--- src/rtl/econet_pkg.sv ---
// Econet line constants shared by the transmitter and receiver, plus
// the bit-serial CRC-16/X.25 step used to build and check the FCS.
package econet_pkg;

    localparam logic [7:0]  ECO_FLAG = 8'h7E;
    localparam logic [15:0] FCS_POLY = 16'h8408;
    localparam logic [15:0] FCS_INIT = 16'hFFFF;
    localparam logic [15:0] FCS_GOOD = 16'hF0B8;

    typedef enum logic [2:0] {
        ST_IDLE,
        ST_FLAG_OPEN,
        ST_DATA,
        ST_FCS,
        ST_FLAG_CLOSE
    } tx_state_e;

    function automatic logic [15:0] crc_step(input logic [15:0] crc, input logic b);
        crc_step = (crc >> 1) ^ (((crc[0] ^ b) == 1'b1) ? FCS_POLY : 16'h0000);
    endfunction

endpackage

--- src/rtl/econet_tx_serialiser.sv ---
// HDLC-style frame serialiser: opening flags, bit-stuffed data and FCS,
// closing flag. Data bytes are fetched one ahead through a req/valid pair.
module econet_tx_serialiser
    import econet_pkg::*;
#(
    parameter int CNTW      = 9,
    parameter int PRE_FLAGS = 2
) (
    input  logic            clk_i,
    input  logic            rst_ni,
    input  logic            go_i,
    input  logic [CNTW:0]   len_i,
    output logic            byte_req_o,
    output logic [CNTW-1:0] byte_idx_o,
    input  logic            byte_vld_i,
    input  logic [7:0]      byte_i,
    output logic            tx_o,
    output logic            tx_en_o,
    output logic            done_o
);

    localparam logic [3:0]    FLAG_LAST = 4'(PRE_FLAGS - 1);
    localparam logic [CNTW:0] ONE       = (CNTW+1)'(1);

    tx_state_e       state_q;
    logic [2:0]      bit_q;
    logic [3:0]      flag_q;
    logic [CNTW:0]   byte_q;
    logic [2:0]      ones_q;
    logic [15:0]     crc_q;
    logic [7:0]      shreg_q;
    logic [7:0]      pre_q;
    logic            fin_q;
    logic            tx_q;
    logic            en_q;
    logic            req_q;
    logic [CNTW-1:0] idx_q;

    logic        cur_bit;
    logic [2:0]  ones_nxt;
    logic [15:0] crc_nxt;
    logic        stuff;
    logic        last_byte;

    assign cur_bit   = shreg_q[bit_q];
    assign ones_nxt  = cur_bit ? ones_q + 3'd1 : 3'd0;
    assign crc_nxt   = crc_step(crc_q, cur_bit);
    assign stuff     = (ones_q == 3'd5);
    assign last_byte = (byte_q == len_i - ONE);

    assign tx_o       = tx_q;
    assign tx_en_o    = en_q;
    assign byte_req_o = req_q;
    assign byte_idx_o = idx_q;
    assign done_o     = (state_q == ST_FLAG_CLOSE) && fin_q;

    always_ff @(posedge clk_i or negedge rst_ni) begin
        if (!rst_ni) begin
            state_q <= ST_IDLE;
            bit_q   <= 3'd0;
            flag_q  <= 4'd0;
            byte_q  <= '0;
            ones_q  <= 3'd0;
            crc_q   <= FCS_INIT;
            shreg_q <= 8'h00;
            pre_q   <= 8'h00;
            fin_q   <= 1'b0;
            tx_q    <= 1'b1;
            en_q    <= 1'b0;
            req_q   <= 1'b0;
            idx_q   <= '0;
        end else begin
            req_q <= 1'b0;
            if (byte_vld_i) pre_q <= byte_i;
            case (state_q)
                ST_IDLE: begin
                    tx_q <= 1'b1;
                    en_q <= 1'b0;
                    if (go_i) begin
                        state_q <= ST_FLAG_OPEN;
                        tx_q    <= ECO_FLAG[0];
                        en_q    <= 1'b1;
                        bit_q   <= 3'd1;
                        flag_q  <= 4'd0;
                        byte_q  <= '0;
                        ones_q  <= 3'd0;
                        crc_q   <= FCS_INIT;
                        fin_q   <= 1'b0;
                        req_q   <= 1'b1;
                        idx_q   <= '0;
                    end
                end
                ST_FLAG_OPEN: begin
                    tx_q  <= ECO_FLAG[bit_q];
                    bit_q <= bit_q + 3'd1;
                    if (bit_q == 3'd7) begin
                        if (flag_q == FLAG_LAST) begin
                            state_q <= ST_DATA;
                            shreg_q <= pre_q;
                            ones_q  <= 3'd0;
                            req_q   <= 1'b1;
                            idx_q   <= CNTW'(1);
                        end else begin
                            flag_q <= flag_q + 4'd1;
                        end
                    end
                end
                ST_DATA: begin
                    if (stuff) begin
                        tx_q   <= 1'b0;
                        ones_q <= 3'd0;
                    end else begin
                        tx_q   <= cur_bit;
                        crc_q  <= crc_nxt;
                        ones_q <= ones_nxt;
                        bit_q  <= bit_q + 3'd1;
                        if (bit_q == 3'd7) begin
                            if (last_byte) begin
                                state_q <= ST_FCS;
                                shreg_q <= ~crc_nxt[7:0];
                                byte_q  <= '0;
                            end else begin
                                // byte k+1 was prefetched a byte-time ago; ask for k+2
                                byte_q  <= byte_q + ONE;
                                shreg_q <= pre_q;
                                req_q   <= 1'b1;
                                idx_q   <= CNTW'(byte_q + ONE + ONE);
                            end
                        end
                    end
                end
                ST_FCS: begin
                    if (stuff) begin
                        tx_q   <= 1'b0;
                        ones_q <= 3'd0;
                    end else begin
                        tx_q   <= cur_bit;
                        ones_q <= ones_nxt;
                        bit_q  <= bit_q + 3'd1;
                        if (bit_q == 3'd7) begin
                            if (!byte_q[0]) begin
                                shreg_q <= ~crc_q[15:8];
                                byte_q  <= ONE;
                            end else begin
                                state_q <= ST_FLAG_CLOSE;
                            end
                        end
                    end
                end
                ST_FLAG_CLOSE: begin
                    if (fin_q) begin
                        tx_q    <= 1'b1;
                        en_q    <= 1'b0;
                        fin_q   <= 1'b0;
                        state_q <= ST_IDLE;
                    end else if (stuff) begin
                        // ones run carried out of the FCS still needs its zero
                        tx_q   <= 1'b0;
                        ones_q <= 3'd0;
                    end else begin
                        tx_q  <= ECO_FLAG[bit_q];
                        bit_q <= bit_q + 3'd1;
                        if (bit_q == 3'd7) fin_q <= 1'b1;
                    end
                end
                default: state_q <= ST_IDLE;
            endcase
        end
    end

endmodule

--- src/rtl/econet_tx_buffered.sv ---
// Buffered Econet transmitter: word-written frame buffer, start/length
// control and the sticky tx_done flag around the serialiser.
module econet_tx_buffered
    import econet_pkg::*;
#(
    parameter int ECO_BUFSZ    = 512,
    parameter int ECO_CNTWIDTH = 9,
    parameter int PRE_FLAGS    = 2
) (
    input  logic                    econet_clk,
    input  logic                    reset,
    input  logic                    sys_wr,
    input  logic                    sys_select,
    input  logic [7:0]              sys_addr,
    input  logic [31:0]             sys_wdata,
    input  logic [ECO_CNTWIDTH:0]   sys_tx_len,
    input  logic                    sys_tx_start,
    output logic                    econet_tx,
    output logic                    econet_tx_en,
    output logic                    tx_busy,
    output logic                    tx_done
);

    localparam int                    NWORDS = ECO_BUFSZ / 4;
    localparam int                    AW     = $clog2(NWORDS);
    localparam logic [ECO_CNTWIDTH:0] MAXLEN = (ECO_CNTWIDTH+1)'(ECO_BUFSZ);

    logic [31:0] mem_q [NWORDS];

    logic                    busy_q, busy_d;
    logic                    done_q, done_d;
    logic                    go_q;
    logic [ECO_CNTWIDTH:0]   len_q;
    logic [7:0]              rbyte_q;
    logic                    rvld_q;

    logic                    wr_en;
    logic                    accept;
    logic                    ser_done;
    logic                    byte_req;
    logic [ECO_CNTWIDTH-1:0] byte_idx;
    logic [31:0]             rword;

    assign wr_en  = sys_wr && sys_select && !busy_q && (32'(sys_addr) < 32'(NWORDS));
    assign accept = sys_tx_start && !busy_q && (sys_tx_len != '0) && (sys_tx_len <= MAXLEN);
    assign rword  = mem_q[byte_idx[ECO_CNTWIDTH-1:2]];

    always_comb begin
        busy_d = busy_q;
        if (accept)        busy_d = 1'b1;
        else if (ser_done) busy_d = 1'b0;
        // a frame completing on the same edge as a select keeps the flag
        done_d = done_q;
        if (ser_done)        done_d = 1'b1;
        else if (sys_select) done_d = 1'b0;
    end

    // Buffer contents deliberately survive reset.
    always_ff @(posedge econet_clk) begin
        if (wr_en) mem_q[sys_addr[AW-1:0]] <= sys_wdata;
    end

    always_ff @(posedge econet_clk or negedge reset) begin
        if (!reset) begin
            busy_q  <= 1'b0;
            done_q  <= 1'b0;
            go_q    <= 1'b0;
            len_q   <= '0;
            rbyte_q <= 8'h00;
            rvld_q  <= 1'b0;
        end else begin
            busy_q <= busy_d;
            done_q <= done_d;
            go_q   <= accept;
            if (accept) len_q <= sys_tx_len;
            rvld_q <= byte_req;
            if (byte_req) rbyte_q <= rword[8*byte_idx[1:0] +: 8];
        end
    end

    econet_tx_serialiser #(
        .CNTW      (ECO_CNTWIDTH),
        .PRE_FLAGS (PRE_FLAGS)
    ) u_ser (
        .clk_i      (econet_clk),
        .rst_ni     (reset),
        .go_i       (go_q),
        .len_i      (len_q),
        .byte_req_o (byte_req),
        .byte_idx_o (byte_idx),
        .byte_vld_i (rvld_q),
        .byte_i     (rbyte_q),
        .tx_o       (econet_tx),
        .tx_en_o    (econet_tx_en),
        .done_o     (ser_done)
    );

    assign tx_busy = busy_q;
    assign tx_done = done_q;

endmodule

--- config.mk ---
export PLATFORM = sky130hd
export DESIGN_NAME = econet_tx_buffered
export DESIGN_NICKNAME = d
export VERILOG_FILES = /design/src/rtl/econet_pkg.sv /design/src/rtl/econet_tx_serialiser.sv /design/src/rtl/econet_tx_buffered.sv
export SDC_FILE = /design/constraint.sdc
export NUM_CORES = 2
export LEC_CHECK = 0
export ABC_AREA = 1
export BUFFER_PORTS_ARGS = -buffer_cell sky130_fd_sc_hd__buf_2
export CELL_PAD_IN_SITES_DETAIL_PLACEMENT = 1
export CELL_PAD_IN_SITES_GLOBAL_PLACEMENT = 1
export CORE_ASPECT_RATIO = 1.4
export CORE_UTILIZATION = 35
export CTS_CLUSTER_DIAMETER = 120
export CTS_CLUSTER_SIZE = 24
export DETAILED_ROUTE_END_ITERATION = 12
export MAX_ROUTING_LAYER = met4
export PLACE_DENSITY = 0.58
export SLEW_MARGIN = 40
export SYNTH_ARGS = -nofsm -noshare
export SYNTH_HDL_FRONTEND = slang
export SYNTH_SLANG_ARGS = --single-unit
--- constraint.sdc ---
create_clock -name econet_clk -period 8.4 [get_ports econet_clk]
set_input_delay 0 -clock econet_clk [delete_from_list [all_inputs] [get_ports econet_clk]]
set_output_delay 0 -clock econet_clk [all_outputs]
set_load 0.02 [all_outputs]
==> results.md <==
- Top post-synthesis cells by count: nand2_1 (4252), nand3_1 (4103), edfxtp_1 (4096)
- Setup Skew: between 0.05 and 0.06 ns
- TritonCTS clock tree: done
- Cell mode on critical path: nand3_1
- Setup TNS: 0 ns
- Met2 usage: 0.415
- Post-Synth Simple-Gate Area: 0.221
- Layout cells sized above 1: 0.0592
- HPWL after detailed placement: around 320000 um
- Area leader, netlist: edfxtp_1
- CP arrival: about 6.0 ns
- Worst slack, placed: between 3 and 4 ns
- Internal power: ~27000 uW
- RSZ-0062 raised after global routing: false
- Worst skew pair latency: between 0.9 and 1 ns
- Psw: around 7200 uW
- VDD IR-drop max: roughly 0.00016 V
- Grt peak-use layer: met2
- Largest stage delay, worst path: 0.89 ns
- GRT Overall Usage: 0.241
- Ys Warns: 0
- Final period util: 0.603
- R2R Setup Slk: 3.34 ns
- WHS: roughly 0.025 ns
- Worst Setup SP: u_ser.byte_idx_o[2]$_DFFE_PN0P_
- Share of total power in sequential cells: 0.663
- 1st-iter DRT viols: a little under 10000
- Remaining global-route overflow: 0
- GR met1 Demand/Resource: 0.289
- Final GP Congestion: around 0.85
- FF-to-FF Start: u_ser.byte_idx_o[2]$_DFFE_PN0P_
- Category of the worst setup path capture point: register
- Total CTS buffers: approximately 200
- Vias in the first global route: roughly 110k
- Worst Tran Pin Value: 1.01 ns
- Count of final hold-check violations: 0
- CP startpoint kind: register
- Setup WS post-layout: around 3.3 ns
- Vias/cell: approximately 5.5
- FMAX: between 150 and 200 MHz
- Post-synth net total: about 14000
- Combinational power share: 0.015
- Crit Path Category: reg2reg
- Clk pwr share: 0.322
- CP Cell Sequence: buf_12 > buf_4 > buf_4 > nand2_1 > nand3_1 > nand3_1 > nand3_1 > nand3_1 > nand3_1 > nand3_1 > nand3_1 > nand3_1 > nand2_1 > nand2_1 > nand2_1
- Max Root-Sink Buffers: 4
- Count leader, synth: nand2_1
- Mapped Cells: 14000
- First-pass GRT wire length: 827000 um
- Post-synthesis cell type count: roughly 50
- Synth top area cells: edfxtp_1 (73%), nand3_1 (12%), nand2_1 (9.4%)
- Compound-Gate Fraction of Synth Area: 0.00419
- Mean Syn Cell Area: 12.1 um^2
- Asr flop ratio synth: 0.0215
- Total vias in the final route: between 100k and 150k
- Post-synth top area share: 0.727
- Sink Count: 4186
- RR Endpoint: rbyte_q[7]$_DFFE_PN0P_
- I/O Buffers: between 50 and 60
- Largest net degree at the start of global routing: around 170
- Final WL: about 580000 um
- Post-Synth Adder-Cell Area: 0.000739
- Final Critical Period: 5.06 ns
- Core box area: between 400000 and 500000 um^2
- Initial antenna violation count: 32
- Number of I/O pins: between 50 and 60
- Min-delay worst type: in2reg
- Power Density: between 150 and 200 nW/um^2
- Tot Pwr: 34500 uW
- Synth Area in XOR/XNOR: 0.00124
- Final nets: 13800
- Met3 GRT Util: 0.0209
- Final setup violation count: 0
- Outcome: finished clean
- Post-synthesis mux area share: 0.000325
- Worst R2R Path Depth: 15
- Max-slew violations: 0
- Switching Share: 0.207
- First-pass DRT Iterations: 6
- Root buffer cell: clkbuf_16
- WL per Instance: roughly 29 um
- Crit Path Max Fanout: between 100 and 150
- Post-cts repair resize count: 0
- Critical Path End: rbyte_q[7]$_DFFE_PN0P_
- DIE AREA: between 400000 and 500000 um^2
- Netlist Area Pre-Place: 169000 um^2
- Max transition margin: 0.326
- P&R area growth vs syn: 8.37%
- Ys flop type: edfxtp_1
- Max cap viols: 0
- CTS clock-pin slew for the worst setup and hold paths: roughly 0.1 ns
- Leak Pwr: just over 0.06 uW
- Row count: 301
- Number of synthesized flops with an enable pin: around 4100
- Die Height: slightly above 800 um
- Starting Density: 0.352
- Data required, critical path: around 9.3 ns
- H-Tree Depth: 4
- Post-route ant nets: 0
- Main combinational cell family by area after synthesis: simple AND/OR/NAND/NOR gates
- DRC: 0
- Slowest cell on crit path: dfrtp_4
- Register area share after synthesis: 0.740
- Die width: 590 um
- Seq cells post-synth: roughly 4200
worst max-delay path, delay by kind of cell (launching register included):
kind | cells | cell delay (ns)
DFF | 1 | 0.89
buffers and inverters | 3 | 1.81
and+or+nand+nor | 12 | 1.95
kinds of logic (layout without fill, tap and decap cells):
group	Yosys count	after routing
AOI/OAI and AO/OA	112	112
xor gates and xnor gates	24	24
adders and majority gates	10	10
buffers and inverters	1033	852
DFF	4186	4186
muxes	5	5
other	0	24
and+or+nand+nor	8585	8585
cell type report:
class	instances	area (um^2)
Timing Repair Buffer	484	4700
Antenna cell	24	60.1
Clock buffer	250	5240
Clock inverter	11	145
Multi-Input combinational cell	8736	39600
Inverter	107	455
Sequential cell	4186	125000
Tap cell	6363	7960
Fill cell	51000	297000
flip-flops by register name (all words and copies together), names as in the netlist, 3 cells and up:
| signal | cells |
|---|---|
| len_q | 10 |
| mem_q | 4096 |
| rbyte_q | 8 |
| u_ser.bit_q | 3 |
| u_ser.byte_idx_o | 9 |
| u_ser.byte_q | 10 |
| u_ser.crc_q | 16 |
| u_ser.flag_q | 4 |
| u_ser.ones_q | 3 |
| u_ser.pre_q | 8 |
| u_ser.shreg_q | 8 |
| u_ser.state_q | 3 |
routing by layer:
layer,wire [um],vias to the layer above
met5,0,-
li1,-,49000
met4,30000,0
met2,292000,2500
met1,234000,58600
met3,23100,764
how the worst min path moves through the flow:
stage | cells past startpoint | endpoint | slack, ns | startpoint
after floorplan | 0 | go_q$_DFF_PN0_ | -0.30 | reset
after global placement | 1 | len_q[3]$_DFFE_PN0P_ | -0.02 | reset
after detailed placement | 1 | len_q[2]$_DFFE_PN0P_ | -0.01 | reset
after CTS | 3 | mem_q[63][10]$_DFFE_PP_ | 0.01 | sys_wdata[10]
after global routing | 2 | mem_q[23][16]$_DFFE_PP_ | 0.03 | sys_wdata[16]
final | 2 | mem_q[23][16]$_DFFE_PP_ | 0.02 | sys_wdata[16]
cells in the final DEF, fill, tap and decap left out, types with 11 or more instances in the layout:
master         synthesis  routed
buf_12                 0      57
nand3_1             4103    4101
dfrtp_1               73      67
dfstp_2               17      17
clkbuf_1             151      48
o21ai_0               36      36
buf_4                155     276
nor2_1               189      61
a22oi_1               11      11
clkbuf_16              0     202
a21oi_1               19      19
nand2_1             4252    4243
edfxtp_1            4096    4096
dlygate4sd3_1          0      89
xor2_1                20      20
nor2_4                 1     127
diode_2                0      24
buf_2                485      30
o22ai_1               12      12
nor3_1                18      16
inv_1                 96      94
buf_6                 43      27
repair_timing:
item,in CTS,in global routing
hold endpoints to repair,3180,0
buffers inserted,0,0
hold buffers,96,0
power by group through the flow:
| stage | registers (uW) | clock network (uW) | logic [uW] |
|---|---|---|---|
| floorplan | 23400 | 0 | 9.01 |
| global placement | 23400 | 0 | 460 |
| detailed placement | 23400 | 0 | 480 |
| CTS | 22900 | 11400 | 517 |
| global route | 22900 | 12000 | 545 |
| finish | 22900 | 11100 | 522 |
stage by stage:
| step | cells | instance area [um^2] | utilization |
|---|---|---|---|
| 3_5_place_dp | 19800 | 177000 | 0.368 |
| 6_report | 20200 | 183000 | 0.382 |
| 2_1_floorplan | 14000 | 169000 | - |
| 5_1_grt | 20100 | 183000 | 0.382 |
| 4_1_cts | 20100 | 183000 | 0.381 |
| 3_3_place_gp | 19800 | 176000 | 0.367 |
Power figures use the tool's default switching activity.
